`src/rtl/uart_rx.sv`:
```
// 8N1 UART receiver: 2-flop synchronizer, mid-bit sampling, stop-bit framing check.
// Define UART_RX_MAJORITY_EN to take each bit as a 2-of-3 vote around the bit centre.
module uart_rx #(
    parameter int UART_BPS = 'd9600,
    parameter int CLK_FREQ = 'd50_000_000
) (
    input  logic       sys_clk,
    input  logic       sys_rst_n,
    input  logic       rx,
    output logic [7:0] po_data,
    output logic       po_flag,
    output logic       po_frame_err
);

    localparam int BAUD_CNT_MAX = CLK_FREQ / UART_BPS;
    localparam int HALF         = BAUD_CNT_MAX / 2;

    localparam logic [15:0] BAUD_LAST = 16'(BAUD_CNT_MAX - 1);
    localparam logic [15:0] HALF_CNT  = 16'(HALF);

    // state | meaning
    // IDLE  | line idle, waiting for a synchronized falling edge
    // START | timing the start bit, centre sample rejects glitches
    // DATA  | shifting in 8 data bits LSB first
    // STOP  | checking the stop bit, flag or frame error on its centre
    typedef enum logic [1:0] {IDLE, START, DATA, STOP} state_t;

    state_t      state_q, state_d;
    logic        rx_s1_q, rx_s2_q, rx_s3_q;
    logic [15:0] baud_cnt_q, baud_cnt_d;
    logic [2:0]  bit_cnt_q, bit_cnt_d;
    logic [7:0]  shift_q, shift_d;
    logic [7:0]  po_data_q, po_data_d;
    logic        po_flag_q, po_flag_d;
    logic        po_frame_err_q, po_frame_err_d;
    logic        rx_fall;
    logic        sample_pt;
    logic        bit_val;

    assign rx_fall   = rx_s3_q & ~rx_s2_q;
    assign sample_pt = (baud_cnt_q == HALF_CNT);

`ifdef UART_RX_MAJORITY_EN
    localparam logic [15:0] EARLY0_CNT = 16'(HALF - 2);
    localparam logic [15:0] EARLY1_CNT = 16'(HALF - 1);

    logic [1:0] early_q, early_d;

    always_comb begin
        early_d = early_q;
        if (state_q != IDLE) begin
            if (baud_cnt_q == EARLY0_CNT) early_d[0] = rx_s2_q;
            if (baud_cnt_q == EARLY1_CNT) early_d[1] = rx_s2_q;
        end
    end

    always_ff @(posedge sys_clk or negedge sys_rst_n) begin
        if (!sys_rst_n) early_q <= 2'b11;
        else            early_q <= early_d;
    end

    assign bit_val = (early_q[0] & early_q[1]) | (early_q[0] & rx_s2_q) | (early_q[1] & rx_s2_q);
`else
    assign bit_val = rx_s2_q;
`endif

    always_comb begin
        state_d        = state_q;
        baud_cnt_d     = (baud_cnt_q == BAUD_LAST) ? 16'd0 : baud_cnt_q + 16'd1;
        bit_cnt_d      = bit_cnt_q;
        shift_d        = shift_q;
        po_data_d      = po_data_q;
        po_flag_d      = 1'b0;
        po_frame_err_d = 1'b0;
        case (state_q)
            IDLE: begin
                baud_cnt_d = 16'd0;
                if (rx_fall) begin
                    state_d   = START;
                    bit_cnt_d = 3'd0;
                end
            end
            START: begin
                if (sample_pt) state_d = bit_val ? IDLE : DATA;
            end
            DATA: begin
                if (sample_pt) begin
                    shift_d   = {bit_val, shift_q[7:1]};
                    bit_cnt_d = bit_cnt_q + 3'd1;
                    if (bit_cnt_q == 3'd7) state_d = STOP;
                end
            end
            STOP: begin
                // Leaving at mid-stop lets a back-to-back start edge be caught.
                if (sample_pt) begin
                    state_d = IDLE;
                    if (bit_val) begin
                        po_data_d = shift_q;
                        po_flag_d = 1'b1;
                    end else begin
                        po_frame_err_d = 1'b1;
                    end
                end
            end
            default: state_d = IDLE;
        endcase
    end

    always_ff @(posedge sys_clk or negedge sys_rst_n) begin
        if (!sys_rst_n) begin
            state_q        <= IDLE;
            rx_s1_q        <= 1'b1;
            rx_s2_q        <= 1'b1;
            rx_s3_q        <= 1'b1;
            baud_cnt_q     <= 16'd0;
            bit_cnt_q      <= 3'd0;
            shift_q        <= 8'h00;
            po_data_q      <= 8'h00;
            po_flag_q      <= 1'b0;
            po_frame_err_q <= 1'b0;
        end else begin
            state_q        <= state_d;
            rx_s1_q        <= rx;
            rx_s2_q        <= rx_s1_q;
            rx_s3_q        <= rx_s2_q;
            baud_cnt_q     <= baud_cnt_d;
            bit_cnt_q      <= bit_cnt_d;
            shift_q        <= shift_d;
            po_data_q      <= po_data_d;
            po_flag_q      <= po_flag_d;
            po_frame_err_q <= po_frame_err_d;
        end
    end

    assign po_data      = po_data_q;
    assign po_flag      = po_flag_q;
    assign po_frame_err = po_frame_err_q;

endmodule
```
`config.mk`:
```
export PLATFORM = sky130hd
export DESIGN_NAME = uart_rx
export DESIGN_NICKNAME = d
export VERILOG_FILES = /design/src/rtl/uart_rx.sv
export SDC_FILE = /design/constraint.sdc
export NUM_CORES = 1
export LEC_CHECK = 0
export ABC_AREA = 0
export CORE_MARGIN = 8
export CORE_UTILIZATION = 30
export CTS_BUF_LIST = sky130_fd_sc_hd__clkbuf_8
export CTS_CLUSTER_DIAMETER = 30
export DETAILED_ROUTE_END_ITERATION = 12
export SLEW_MARGIN = 30
export SYNTH_ARGS = -nofsm -noshare
export SYNTH_HDL_FRONTEND = slang
export SYNTH_SLANG_ARGS = --single-unit
```
`constraint.sdc`:
```
create_clock -name sys_clk -period 3 [get_ports sys_clk]
set_input_delay 0.6 -clock sys_clk [delete_from_list [all_inputs] [get_ports sys_clk]]
set_output_delay 0.6 -clock sys_clk [all_outputs]
set_load 0.01 [all_outputs]
```
==> out/qor.csv <==
stage,metric,value,unit
status,status,completed,
timing,period utilization,74.4,%
logic_synthesis,ys flop type,dfrtp_1,
setup_path,crit path capture type,flop,
setup_path,CP max-delay cell,or4_4,
routing,DRT Pass-1 Iters,4,
setup_path,end of the worst register-to-register path,po_data[3]$_DFFE_PN0P_,
setup_path,Buf/Inv on CP,0,
grt,antenna violations before repair,0,
timing,final-report max-slew violation count,0,
clock_tree,CTS tree,yes,
timing,final hold vios,0,
setup_path,R2R Path Start,baud_cnt_q[8]$_DFF_PN0_,
finish,"Design Area, Final",0.00220,mm^2
grt,vias in the first global route,1180,
logic_synthesis,synth warn,0,
job,max_cap viols,0,
clock_tree,Post-CTS Repair Setup Buffers,0,
power_and_ir_drop,Worst VDD drop,0.233,mV
logic_synthesis,Post-Synthesis Cells,155,
timing,Clock Skew,8.42,ps
logic_synthesis,Syn Nets,162,
timing,Min Hold Slack,262,ps
clock_tree,H-tree depth,2,
setup_path,CP peak stage delay,570,ps
finish,most frequent cells in the layout,"dfrtp_1 (39), nor2_1 (21), mux2_2 (17), xnor2_1 (11), clkdlybuf4s50_1 (11)",
setup_path,worst path required time,3200,ps
setup_path,crit path DAT,2430,ps
power_and_ir_drop,"Power, Total",1.24,mW
die,Die H,95.5,um
die,num ports,13,
setup_path,critical path type,flop to flop,
die,FP Rows,29,
routing,met2 wire length,1.49,mm
setup_path,crit path to,po_data[3]$_DFFE_PN0P_,
die,Die Area,0.00912,mm^2
die,core area,0.00624,mm^2
clock_tree,Skew-Pair Late Insertion Delay,300,ps
finish,diode count,0,
clock_tree,CTS root buffer,clkbuf_8,
logic_synthesis,Syn Area/Cell,12.2,um^2
clock_tree,CTS buffer count,5,
place,PortBufs,12,
routing,initial DRC count,82,
setup_path,Critical Path Source,baud_cnt_q[8]$_DFF_PN0_,
logic_synthesis,"EDFF count, synth",0,
timing,Slew HR,65.3,%
timing,Least-Margin Pin Slew,521,ps
grt,first-pass GRT wire length,5.78,mm
timing,min Tclk post-route,2230,ps
setup_path,cells on worst reg2reg path,4,
logic_synthesis,"Cell Area, Synth",0.00190,mm^2
timing,RSZ-0062 raised after global routing,false,
setup_path,Worst setup SP type,flop,
setup_path,flop-to-flop setup slack,770,ps
clock_tree,# hold bufs at CTS,0,
logic_synthesis,number of synthesized register bits,42,
routing,"wirelength, routed",3.20,mm
die,Chip Width,95.5,um
clock_tree,CTS Sinks,42,
finish,multi-input logic area,808,um^2
setup_path,critical path depth,4,
routing,drc violations,0,
power_and_ir_drop,pwr dens,565,mW/mm^2
finish,Syn-to-layout area delta,15.9,%
logic_synthesis,"Distinct cells, synth",31,
routing,wire length on met1,1.57,mm
logic_synthesis,register area share after synthesis,55.6,%
routing,Top Metal Used,met4,
place,Placer Congestion,0.762,
power_and_ir_drop,P_leak,0.974,nW
finish,"most common cell after layout, fill and taps aside",dfrtp_1,
finish,area occupied by registers,0.00105,mm^2
timing,maximum clock rate,448,MHz
setup_path,CP Max Fanout,8,
min_path,HP Class,input pin to async pin,
setup_path,CP cell instances,"or4_4, nor4_4, nand4_4, mux2_2",
finish,nets@finish,179,
timing,Fin Setup TNS,0,ps
place,DP Area,0.00210,mm^2
logic_synthesis,Async SR Flop Fraction,100,%
finish,Final Util,35.2,%
grt,largest net degree at the start of global routing,43,
routing,Avg WL per Cell,12.8,um
finish,fillcell total,614,
place,post-DP HPWL,2.24,mm
finish,layout cells sized above 1,20.8,%
routing,routed wl met3,114,um
die,Starting Density,30.4,%
routing,Routed Antenna Nets,0,
grt,GRT Overall Usage,8.11,%
grt,Overflow after GRT,0,
clock_tree,clk buf depth,2,
timing,setup violators final,0,
clock_tree,post-CTS resize count,0,
routing,vias per cell,4.57,
setup_path,kind of cell adding the most delay to the critical path,simple AND/OR/NAND/NOR gates,
routing,Vias,1143,
clock_tree,clock-pin slew on the worst setup and hold paths,90,ps
-- cells in the mapped netlist, types with 2 or more instances --
master	instances	area, um^2
dfrtp_1	39	976
nor2_1	21	78.8
mux2_2	17	191
xnor2_1	11	96.3
nand3_1	9	45.0
inv_1	7	26.3
nand2_1	6	22.5
ha_1	4	50.1
nand4_1	4	25.0
nor3_1	4	20.0
nor4_1	4	25.0
dfstp_2	3	78.8
mux2i_1	3	30.0
xor2_1	3	26.3
clkbuf_1	2	7.51
nand3b_1	2	15.0
nor3b_1	2	15.0
-- logic make-up after synthesis --
logic type               Yosys count  synth area share [%]
AO/OA/AOI/OAI                      3                  1.39
XOR/XNOR                          14                  6.46
adder cells (fa/ha/maj)            4                  2.64
buffers and inverters              9                  1.78
flip-flops                        42                  55.6
multiplexers                      20                  11.7
AND/OR/NAND/NOR                   63                  20.4
-- power by group --
part | internal (mW) | switching [mW]
logic | 0.0738 | 0.0801
clock network | 0.173 | 0.217
registers | 0.615 | 0.0829
total | 0.862 | 0.380
-- worst min-delay path by stage --
stage                            from                      to
finish                      sys_rst_n  po_data[2]$_DFFE_PN0P_
global route                sys_rst_n  po_data[2]$_DFFE_PN0P_
CTS                 rx_s1_q$_DFF_PN1_       bit_val$_DFF_PN1_
detailed placement  rx_s1_q$_DFF_PN1_       bit_val$_DFF_PN1_
global placement    rx_s1_q$_DFF_PN1_       bit_val$_DFF_PN1_
floorplan                   sys_rst_n               async pin
-- state kept, by name, indices dropped and copies added, names as in the netlist, named ones only --
register / flops
state_q: 1
shift_q: 8
po_data: 8
bit_val: 1
baud_cnt_q: 16
rx_s3_q: 1
bit_cnt_q: 3
po_flag: 1
po_frame_err: 1
rx_s1_q: 1
-- stage by stage --
stage               setup slack, ps  std cells
finish                          767        250
floorplan                       921        155
global route                    642        250
global placement                801        242
detailed placement              747        242
CTS                             743        250
-- cell type report --
class,count,share of cell area (%)
repair buffers,12,5.35
clock inverters,3,1.20
clock buffers,5,3.13
flip-flops and latches,42,48.0
well taps,77,4.38
multi-input cells,104,36.8
inverters,7,1.20
-- metal layers --
layer	vias up	GRT usage, %
met4	0	3.46
li1	575	-
met1	552	10.6
met5	-	0
met3	3	2.52
met2	13	12.1
Power figures use the tool's default switching activity.
